File: config.mk
export PLATFORM = sky130hd
export DESIGN_NAME = vga_timing_gen
export DESIGN_NICKNAME = d
export VERILOG_FILES = /design/src/rtl/vga_pkg.sv /design/src/rtl/vga_sync_delay.sv /design/src/rtl/vga_timing_gen.sv
export SDC_FILE = /design/constraint.sdc
export NUM_CORES = 1
export LEC_CHECK = 0
export ABC_AREA = 1
export CAP_MARGIN = 20
export CORE_MARGIN = 10
export CORE_UTILIZATION = 50
export DETAILED_ROUTE_END_ITERATION = 10
export PLACE_DENSITY_LB_ADDON = 0.08
export SYNTH_ARGS = -nofsm -noshare
export SYNTH_HDL_FRONTEND = slang
export SYNTH_SLANG_ARGS = --single-unit
File: constraint.sdc
create_clock -name clk -period 1.8 [get_ports clk]
set_input_delay 0.36 -clock clk [delete_from_list [all_inputs] [get_ports clk]]
set_output_delay 0.36 -clock clk [all_outputs]
set_load 0.03 [all_outputs]
File: src/rtl/vga_pkg.sv
// Shared VGA timing definitions: default 640x480@60 constants, sync polarity
// encodings and a counter-width helper. Imported by the timing generator, its
// delay line and every game top that needs to size coordinate buses.
package vga_pkg;

    // Sync polarity encodings: the value driven while the pulse is active.
    typedef enum logic {
        ACTIVE_LOW  = 1'b0,
        ACTIVE_HIGH = 1'b1
    } sync_pol_e;

    // Default 640x480@60 raster from a 50 MHz system clock.
    localparam int   DEF_CLK_DIV  = 2;
    localparam int   DEF_H_ACTIVE = 640;
    localparam int   DEF_H_FP     = 16;
    localparam int   DEF_H_SYNC   = 96;
    localparam int   DEF_H_BP     = 48;
    localparam int   DEF_V_ACTIVE = 480;
    localparam int   DEF_V_FP     = 10;
    localparam int   DEF_V_SYNC   = 2;
    localparam int   DEF_V_BP     = 33;
    localparam logic DEF_H_POL    = ACTIVE_LOW;
    localparam logic DEF_V_POL    = ACTIVE_LOW;
    localparam int   DEF_PIX_LAT  = 1;

    // Width of the {hsync, vsync, de} bundle carried by the delay line.
    localparam int SYNC_W = 3;

    // Bits needed to hold values 0..n-1 (never less than one bit).
    function automatic int cnt_width(input int n);
        int w;
        w = 1;
        while ((1 << w) < n) begin
            w = w + 1;
        end
        return w;
    endfunction

endpackage

File: src/rtl/vga_sync_delay.sv
// Pixel-enable qualified shift register for the {hsync, vsync, de} bundle.
// Each stage advances only when ce is high, so the delay is DEPTH pixels
// regardless of the system-to-pixel clock ratio. Stages reset to RST_VAL,
// which the parent sets to inactive sync levels and de = 0.
module vga_sync_delay
    import vga_pkg::*;
#(
    parameter int               DEPTH   = 1,
    parameter logic [SYNC_W-1:0] RST_VAL = '0
) (
    input  logic              clk,
    input  logic              rst,
    input  logic              ce,
    input  logic [SYNC_W-1:0] din,
    output logic [SYNC_W-1:0] dout
);

    logic [SYNC_W-1:0] stage [DEPTH];

    // Shift the bundle one stage per pixel enable; async reset to idle levels.
    always_ff @(posedge clk or posedge rst) begin
        if (rst) begin
            for (int i = 0; i < DEPTH; i++) begin
                stage[i] <= RST_VAL;
            end
        end else if (ce) begin
            stage[0] <= din;
            for (int i = 1; i < DEPTH; i++) begin
                stage[i] <= stage[i-1];
            end
        end
    end

    assign dout = stage[DEPTH-1];

endmodule

File: src/rtl/vga_timing_gen.sv
// VGA raster timing generator. Divides the system clock into a pixel enable,
// runs horizontal/vertical counters and decodes hsync, vsync, display enable,
// pixel coordinates and line/frame start pulses. All outputs are registered
// and change only on the clock edge that raises o_pix_ce, so they are stable
// for the whole clock in which o_pix_ce is high.
//
// Optional feature macro VGA_PIX_DELAY_EN: when defined, o_hsync/o_vsync/o_de
// are delayed by PIX_LAT pixel enables (vga_sync_delay) to line up with a
// PIX_LAT-deep renderer pipeline; o_x, o_y and the pulses are never delayed.
// When undefined, PIX_LAT has no effect and sync/de align with o_x/o_y.
module vga_timing_gen
    import vga_pkg::*;
#(
    parameter int   CLK_DIV  = DEF_CLK_DIV,
    parameter int   H_ACTIVE = DEF_H_ACTIVE,
    parameter int   H_FP     = DEF_H_FP,
    parameter int   H_SYNC   = DEF_H_SYNC,
    parameter int   H_BP     = DEF_H_BP,
    parameter int   V_ACTIVE = DEF_V_ACTIVE,
    parameter int   V_FP     = DEF_V_FP,
    parameter int   V_SYNC   = DEF_V_SYNC,
    parameter int   V_BP     = DEF_V_BP,
    parameter logic H_POL    = DEF_H_POL,
    parameter logic V_POL    = DEF_V_POL,
    parameter int   PIX_LAT  = DEF_PIX_LAT,
    localparam int  H_TOTAL  = H_ACTIVE + H_FP + H_SYNC + H_BP,
    localparam int  V_TOTAL  = V_ACTIVE + V_FP + V_SYNC + V_BP,
    localparam int  XW       = cnt_width(H_TOTAL),
    localparam int  YW       = cnt_width(V_TOTAL)
) (
    input  logic          clk,
    input  logic          rst,
    output logic          o_pix_ce,
    output logic          o_hsync,
    output logic          o_vsync,
    output logic          o_de,
    output logic [XW-1:0] o_x,
    output logic [YW-1:0] o_y,
    output logic          o_line_start,
    output logic          o_frame_start
);

    // Parameter sanity: a zero divider or an out-of-range pipeline depth
    // would silently produce a broken raster.
    if (CLK_DIV < 1) begin : g_bad_clk_div
        $error("vga_timing_gen: CLK_DIV must be at least 1");
    end
    if (PIX_LAT < 1 || PIX_LAT > 4) begin : g_bad_pix_lat
        $error("vga_timing_gen: PIX_LAT must be in 1..4");
    end

    localparam int DW = cnt_width(CLK_DIV);

    localparam logic [DW-1:0] DIV_LAST = DW'(CLK_DIV - 1);
    localparam logic [XW-1:0] H_LAST   = XW'(H_TOTAL - 1);
    localparam logic [YW-1:0] V_LAST   = YW'(V_TOTAL - 1);

    // Sync/active boundaries are one bit wider than the counters because a
    // window may end exactly at H_TOTAL / V_TOTAL (zero back porch).
    localparam logic [XW:0] H_ACT_END = (XW+1)'(H_ACTIVE);
    localparam logic [XW:0] HS_START  = (XW+1)'(H_ACTIVE + H_FP);
    localparam logic [XW:0] HS_END    = (XW+1)'(H_ACTIVE + H_FP + H_SYNC);
    localparam logic [YW:0] V_ACT_END = (YW+1)'(V_ACTIVE);
    localparam logic [YW:0] VS_START  = (YW+1)'(V_ACTIVE + V_FP);
    localparam logic [YW:0] VS_END    = (YW+1)'(V_ACTIVE + V_FP + V_SYNC);

    // ------------------------------------------------------------------
    // Pixel clock-enable divider
    // ------------------------------------------------------------------
    logic [DW-1:0] div;
    logic          tick;

    // tick marks the system clock edge on which the raster advances; the
    // registered o_pix_ce goes high on that same edge.
    assign tick = (div == DIV_LAST);

    // Divider counts 0..CLK_DIV-1 and registers the pixel enable.
    always_ff @(posedge clk or posedge rst) begin
        if (rst) begin
            div      <= '0;
            o_pix_ce <= 1'b0;
        end else begin
            o_pix_ce <= tick;
            div      <= tick ? '0 : div + 1'b1;
        end
    end

    // ------------------------------------------------------------------
    // Raster counters and decode of the next position
    // ------------------------------------------------------------------
    logic [XW-1:0] h_cnt;
    logic [YW-1:0] v_cnt;
    logic [XW-1:0] h_next;
    logic [YW-1:0] v_next;
    logic          h_wrap;
    logic          hs_on;
    logic          vs_on;
    logic          de_on;

    // Next raster position and the sync/de windows it falls into.
    always_comb begin
        h_wrap = (h_cnt == H_LAST);
        h_next = h_wrap ? '0 : h_cnt + 1'b1;
        v_next = v_cnt;
        if (h_wrap) begin
            v_next = (v_cnt == V_LAST) ? '0 : v_cnt + 1'b1;
        end
        hs_on = ({1'b0, h_next} >= HS_START) && ({1'b0, h_next} < HS_END);
        vs_on = ({1'b0, v_next} >= VS_START) && ({1'b0, v_next} < VS_END);
        de_on = ({1'b0, h_next} < H_ACT_END) && ({1'b0, v_next} < V_ACT_END);
    end

    // Internal counters start at the last raster position so the first
    // pixel enable after reset lands on (0,0) with both start pulses.
    always_ff @(posedge clk or posedge rst) begin
        if (rst) begin
            h_cnt <= H_LAST;
            v_cnt <= V_LAST;
        end else if (tick) begin
            h_cnt <= h_next;
            v_cnt <= v_next;
        end
    end

    // ------------------------------------------------------------------
    // Registered, pixel-aligned outputs
    // ------------------------------------------------------------------
    logic hs_q;
    logic vs_q;
    logic de_q;

    // Coordinates and pixel-aligned sync/de update on the advancing edge.
    always_ff @(posedge clk or posedge rst) begin
        if (rst) begin
            o_x  <= '0;
            o_y  <= '0;
            hs_q <= ~H_POL;
            vs_q <= ~V_POL;
            de_q <= 1'b0;
        end else if (tick) begin
            o_x  <= h_next;
            o_y  <= v_next;
            hs_q <= hs_on ? H_POL : ~H_POL;
            vs_q <= vs_on ? V_POL : ~V_POL;
            de_q <= de_on;
        end
    end

    // Start pulses are high only in the clock that carries o_pix_ce.
    always_ff @(posedge clk or posedge rst) begin
        if (rst) begin
            o_line_start  <= 1'b0;
            o_frame_start <= 1'b0;
        end else begin
            o_line_start  <= tick && h_wrap;
            o_frame_start <= tick && h_wrap && (v_next == '0);
        end
    end

`ifdef VGA_PIX_DELAY_EN
    // Delay sync/de by PIX_LAT pixel enables to match the renderer pipeline.
    logic [SYNC_W-1:0] sync_dly;

    vga_sync_delay #(
        .DEPTH   (PIX_LAT),
        .RST_VAL ({~H_POL, ~V_POL, 1'b0})
    ) u_sync_delay (
        .clk  (clk),
        .rst  (rst),
        .ce   (tick),
        .din  ({hs_q, vs_q, de_q}),
        .dout (sync_dly)
    );

    assign o_hsync = sync_dly[2];
    assign o_vsync = sync_dly[1];
    assign o_de    = sync_dly[0];
`else
    // No renderer pipeline to match: sync/de stay aligned with o_x/o_y.
    assign o_hsync = hs_q;
    assign o_vsync = vs_q;
    assign o_de    = de_q;
`endif

endmodule

==> impl_metrics.csv <==
group,metric,value,unit
outcome,status,"finished, violations left",
outcome,failed_checks,"setup timing",
grt,grt.overflow.total,0,
grt,grt_start_max_net_pins,38,
timing,fin_ws,-41.4,ps
clock_network,cts_buffer_depth,2,
drt,routed_wl,5520,um
clock_network,clockRootBuffer,"clkbuf_8",
setup_path,path_cells,"ha_4 -> nand2_4 -> nor2_4 -> inv_2 -> nor2_4 -> buf_6 -> nand4_2 -> nand3_2 -> nand3_1 -> nor3_2",
logic_synthesis,synth.avg_cell_area,7.19,um2
setup_path,crit_start,"h_cnt[0]",
grt,grtUsageMet3,0.0473,
power,seqPwrFrac,0.555,
setup_path,cpMostUsedCell,"nor2_4",
placed_design,place_ws,-87.7,ps
power,p_total,1.50,mW
setup_path,worst_ep_arrival_time,2050,ps
setup_path,path_max_fanout,5,
logic_synthesis,yosysUniqueCellTypes,28,
die,die_h,86.1,um
drt,firstDrtPassIters,4,
logic_synthesis,synth.net_count,310,
clock_network,htree_num_levels,2,
timing,clock_skew,4.33,ps
power,p_switching,0.315,mW
setup_path,slowest_delay,560,ps
final_layout,fin_cells,403,
job,max_cap_viol_count,0,
logic_synthesis,netlist_instances,304,
placed_design,gp_congestion,0.914,
grt,use_met2,0.277,
drt,vias_per_cell,5.19,
final_layout,nNetsFinal,358,
logic_synthesis,synth_sequential_area_ratio,0.430,
final_layout,layout_commonest_cell,"nand2_1",
final_layout,layout_common_cells,"nand2_1 (92), inv_1 (38), nor2_1 (29)",
grt,track_usage,0.158,
setup_path,path_buf_inv,2,
final_layout,areaGrowthSynthToFinish,29.2,%
timing,fmax,543,MHz
clock_network,clk_latency,290,ps
setup_path,worstReg2RegStart,"h_cnt[0]",
final_layout,drive_above_1_share,0.227,
timing,slew_violations,0,
hold_path,min_path_type,"in2async",
setup_path,path_class,"reg2reg",
setup_path,crit_required,2010,ps
placed_design,io_buffers,27,
die,start_util,0.531,
timing,rsz0062_at_grt,"yes",
timing,fin_hold_ws,422,ps
grt,grt_busiest_layer,"met2",
power,leakage,1.49,nW
die,ioPinCount,28,
timing,period_minus_slack,1840,ps
setup_path,cp_num_cells,10,
drt,drc,0,
die,die_width,86.1,um
setup_path,startpoint_type,"flop",
die,dieArea,7420,um2
logic_synthesis,synth-seq-cells,37,
clock_network,cts_buffers,5,
logic_synthesis,mappedNetlistArea,2190,um2
clock_network,clk_pin_slew,70,ps
grt,grt_pass1_vias,2158,
final_layout,n_fill_cell,378,
timing,finalCritPeriodShare,1.02,
setup_path,rr_worst_depth,10,
drt,vias,2091,
power,switching_share,0.210,
setup_path,worstReg2RegEnd,"o_frame_start",
setup_path,endpoint,"o_frame_start",
timing,finalSetupViolCount,3,
power,pwr-share-clk,0.430,
placed_design,dp_cells,393,
drt,first_iter_violations,117,
power,ir_drop,0.410,mV
grt,grt_antenna_before_repair,0,
power,power_density,531,nW/um2
clock_network,cts_hold_buf,0,
power,intPower,1.18,mW
die,core-area,4120,um2
drt,wire_per_inst,13.7,um
final_layout,fin_util,0.687,
setup_path,critPathTopFamily,"simple AND/OR/NAND/NOR gates",
setup_path,slowest_stage,"dfstp_2",
logic_synthesis,yosysWarningCount,0,
drt,ant_nets,0,
setup_path,ff2ff_setup_slack,-40,ps
timing,finalHoldViolations,0,
grt,grt_pass1_wl,9630,um
setup_path,crit_path_end_kind,"flop",
power,pwr-share-comb,0.015,
final_layout,diodes,0,
timing,slew_headroom,0.719,
clock_network,numClockSinks,37,
die,row_count,23,
clock_network,tritoncts,"yes",
grt,grt_use_met1,0.176,
timing,worstMarginPinSlew,420,ps
placed_design,dp.final_hpwl,4040,um
## power by group through the flow
stage / Sequential [mW] / Combinational [mW] / Clock (mW)
2_1_floorplan: 0.847 / 0.0120 / 0
3_3_place_gp: 0.847 / 0.0242 / 0
3_5_place_dp: 0.847 / 0.0248 / 0
4_1_cts: 0.832 / 0.0244 / 0.655
5_1_grt: 0.832 / 0.0266 / 0.698
6_report: 0.832 / 0.0231 / 0.644
## worst register-to-register path, cell delays in order (launching register included)
cell and delay [ps]:
dfstp_2 560, ha_4 150, nand2_4 70, nor2_4 100, inv_2 60, nor2_4 170
buf_6 150, nand4_2 80, nand3_2 140, nand3_1 100, nor3_2 190
## how the worst min path moves through the flow
stage                     startpoint           end  slack (ps)  cells past startpoint
after floorplan                  div      o_pix_ce         410                      0
after global placement        o_x[1]        o_x[1]         460                      2
after detailed placement      o_x[8]        o_x[8]         470                      2
after CTS                        rst  o_line_start         430                      3
after global routing             rst      v_cnt[0]         450                      3
final                            rst      v_cnt[0]         420                      3
## final cells by class
class	count	area (um2)	area share
Tap cell	50	62.6	0.0221
Sequential cell	37	941	0.333
Multi-Input combinational cell	209	1050	0.372
Timing Repair Buffer	58	515	0.182
Clock buffer	7	96.3	0.0341
Inverter	41	154	0.0544
Clock inverter	1	5.00	0.00177
## Yosys cell counts
library cell  instances  share of area
clkbuf_1              2         0.0034
nand4_1               7          0.020
nand3_1              27          0.062
buf_6                 1         0.0051
a21oi_1               2         0.0046
xor2_1                1         0.0040
buf_2                 3         0.0069
ha_1                  4          0.023
inv_1                40          0.069
buf_4                10          0.034
o21ai_0              19          0.043
nor3_1                1         0.0023
buf_1                 1         0.0017
nor2_2                2         0.0057
nor2_1               31          0.053
nor3_2                1         0.0046
dfrtp_1              25           0.29
nand2_2               1         0.0029
o21a_1                1         0.0034
nand4_2               2          0.011
o22ai_1               2         0.0057
dfstp_2              12           0.14
nand3_2               2         0.0092
nor2_4                2          0.010
inv_2                 1         0.0017
nand3b_1              1         0.0034
nand2_1             101           0.17
or2_2                 2         0.0057
## through the flow
| step | cell area, um2 | setup TNS, ps |
|---|---|---|
| after floorplan | 2190 | 0 |
| after global placement | 2640 | -41.9 |
| after detailed placement | 2640 | -340 |
| after CTS | 2770 | -16.3 |
| after global routing | 2830 | -798 |
| final | 2830 | -91.7 |
## routing by layer
layer	up-vias	wire, um	share of wire
li1	1037	-	-
met1	982	2270	0.41
met2	61	2800	0.51
met3	11	336	0.061
met4	0	106	0.019
met5	-	0	0
## flip-flops by register name (all words and copies together) (netlist names), 3 cells and up
signal,cells
h_cnt,10
v_cnt,10
o_x,7
o_y,3
## cells by family after synthesis
group           count (synthesis)  share of synthesized area
simple gates                  180                      0.364
buf+inv                        58                      0.122
flops                          37                      0.430
compound gates                 24                     0.0572
fa+ha+maj                       4                     0.0229
xor+xnor                        1                    0.00401
## what timing repair did
action	4_1_cts	5_1_grt
gates resized for setup	22	20
setup buffers	0	1
setup endpoints to repair	20	18
pin swaps	5	4
cloned	1	0
(Power assumes the default switching activity.)
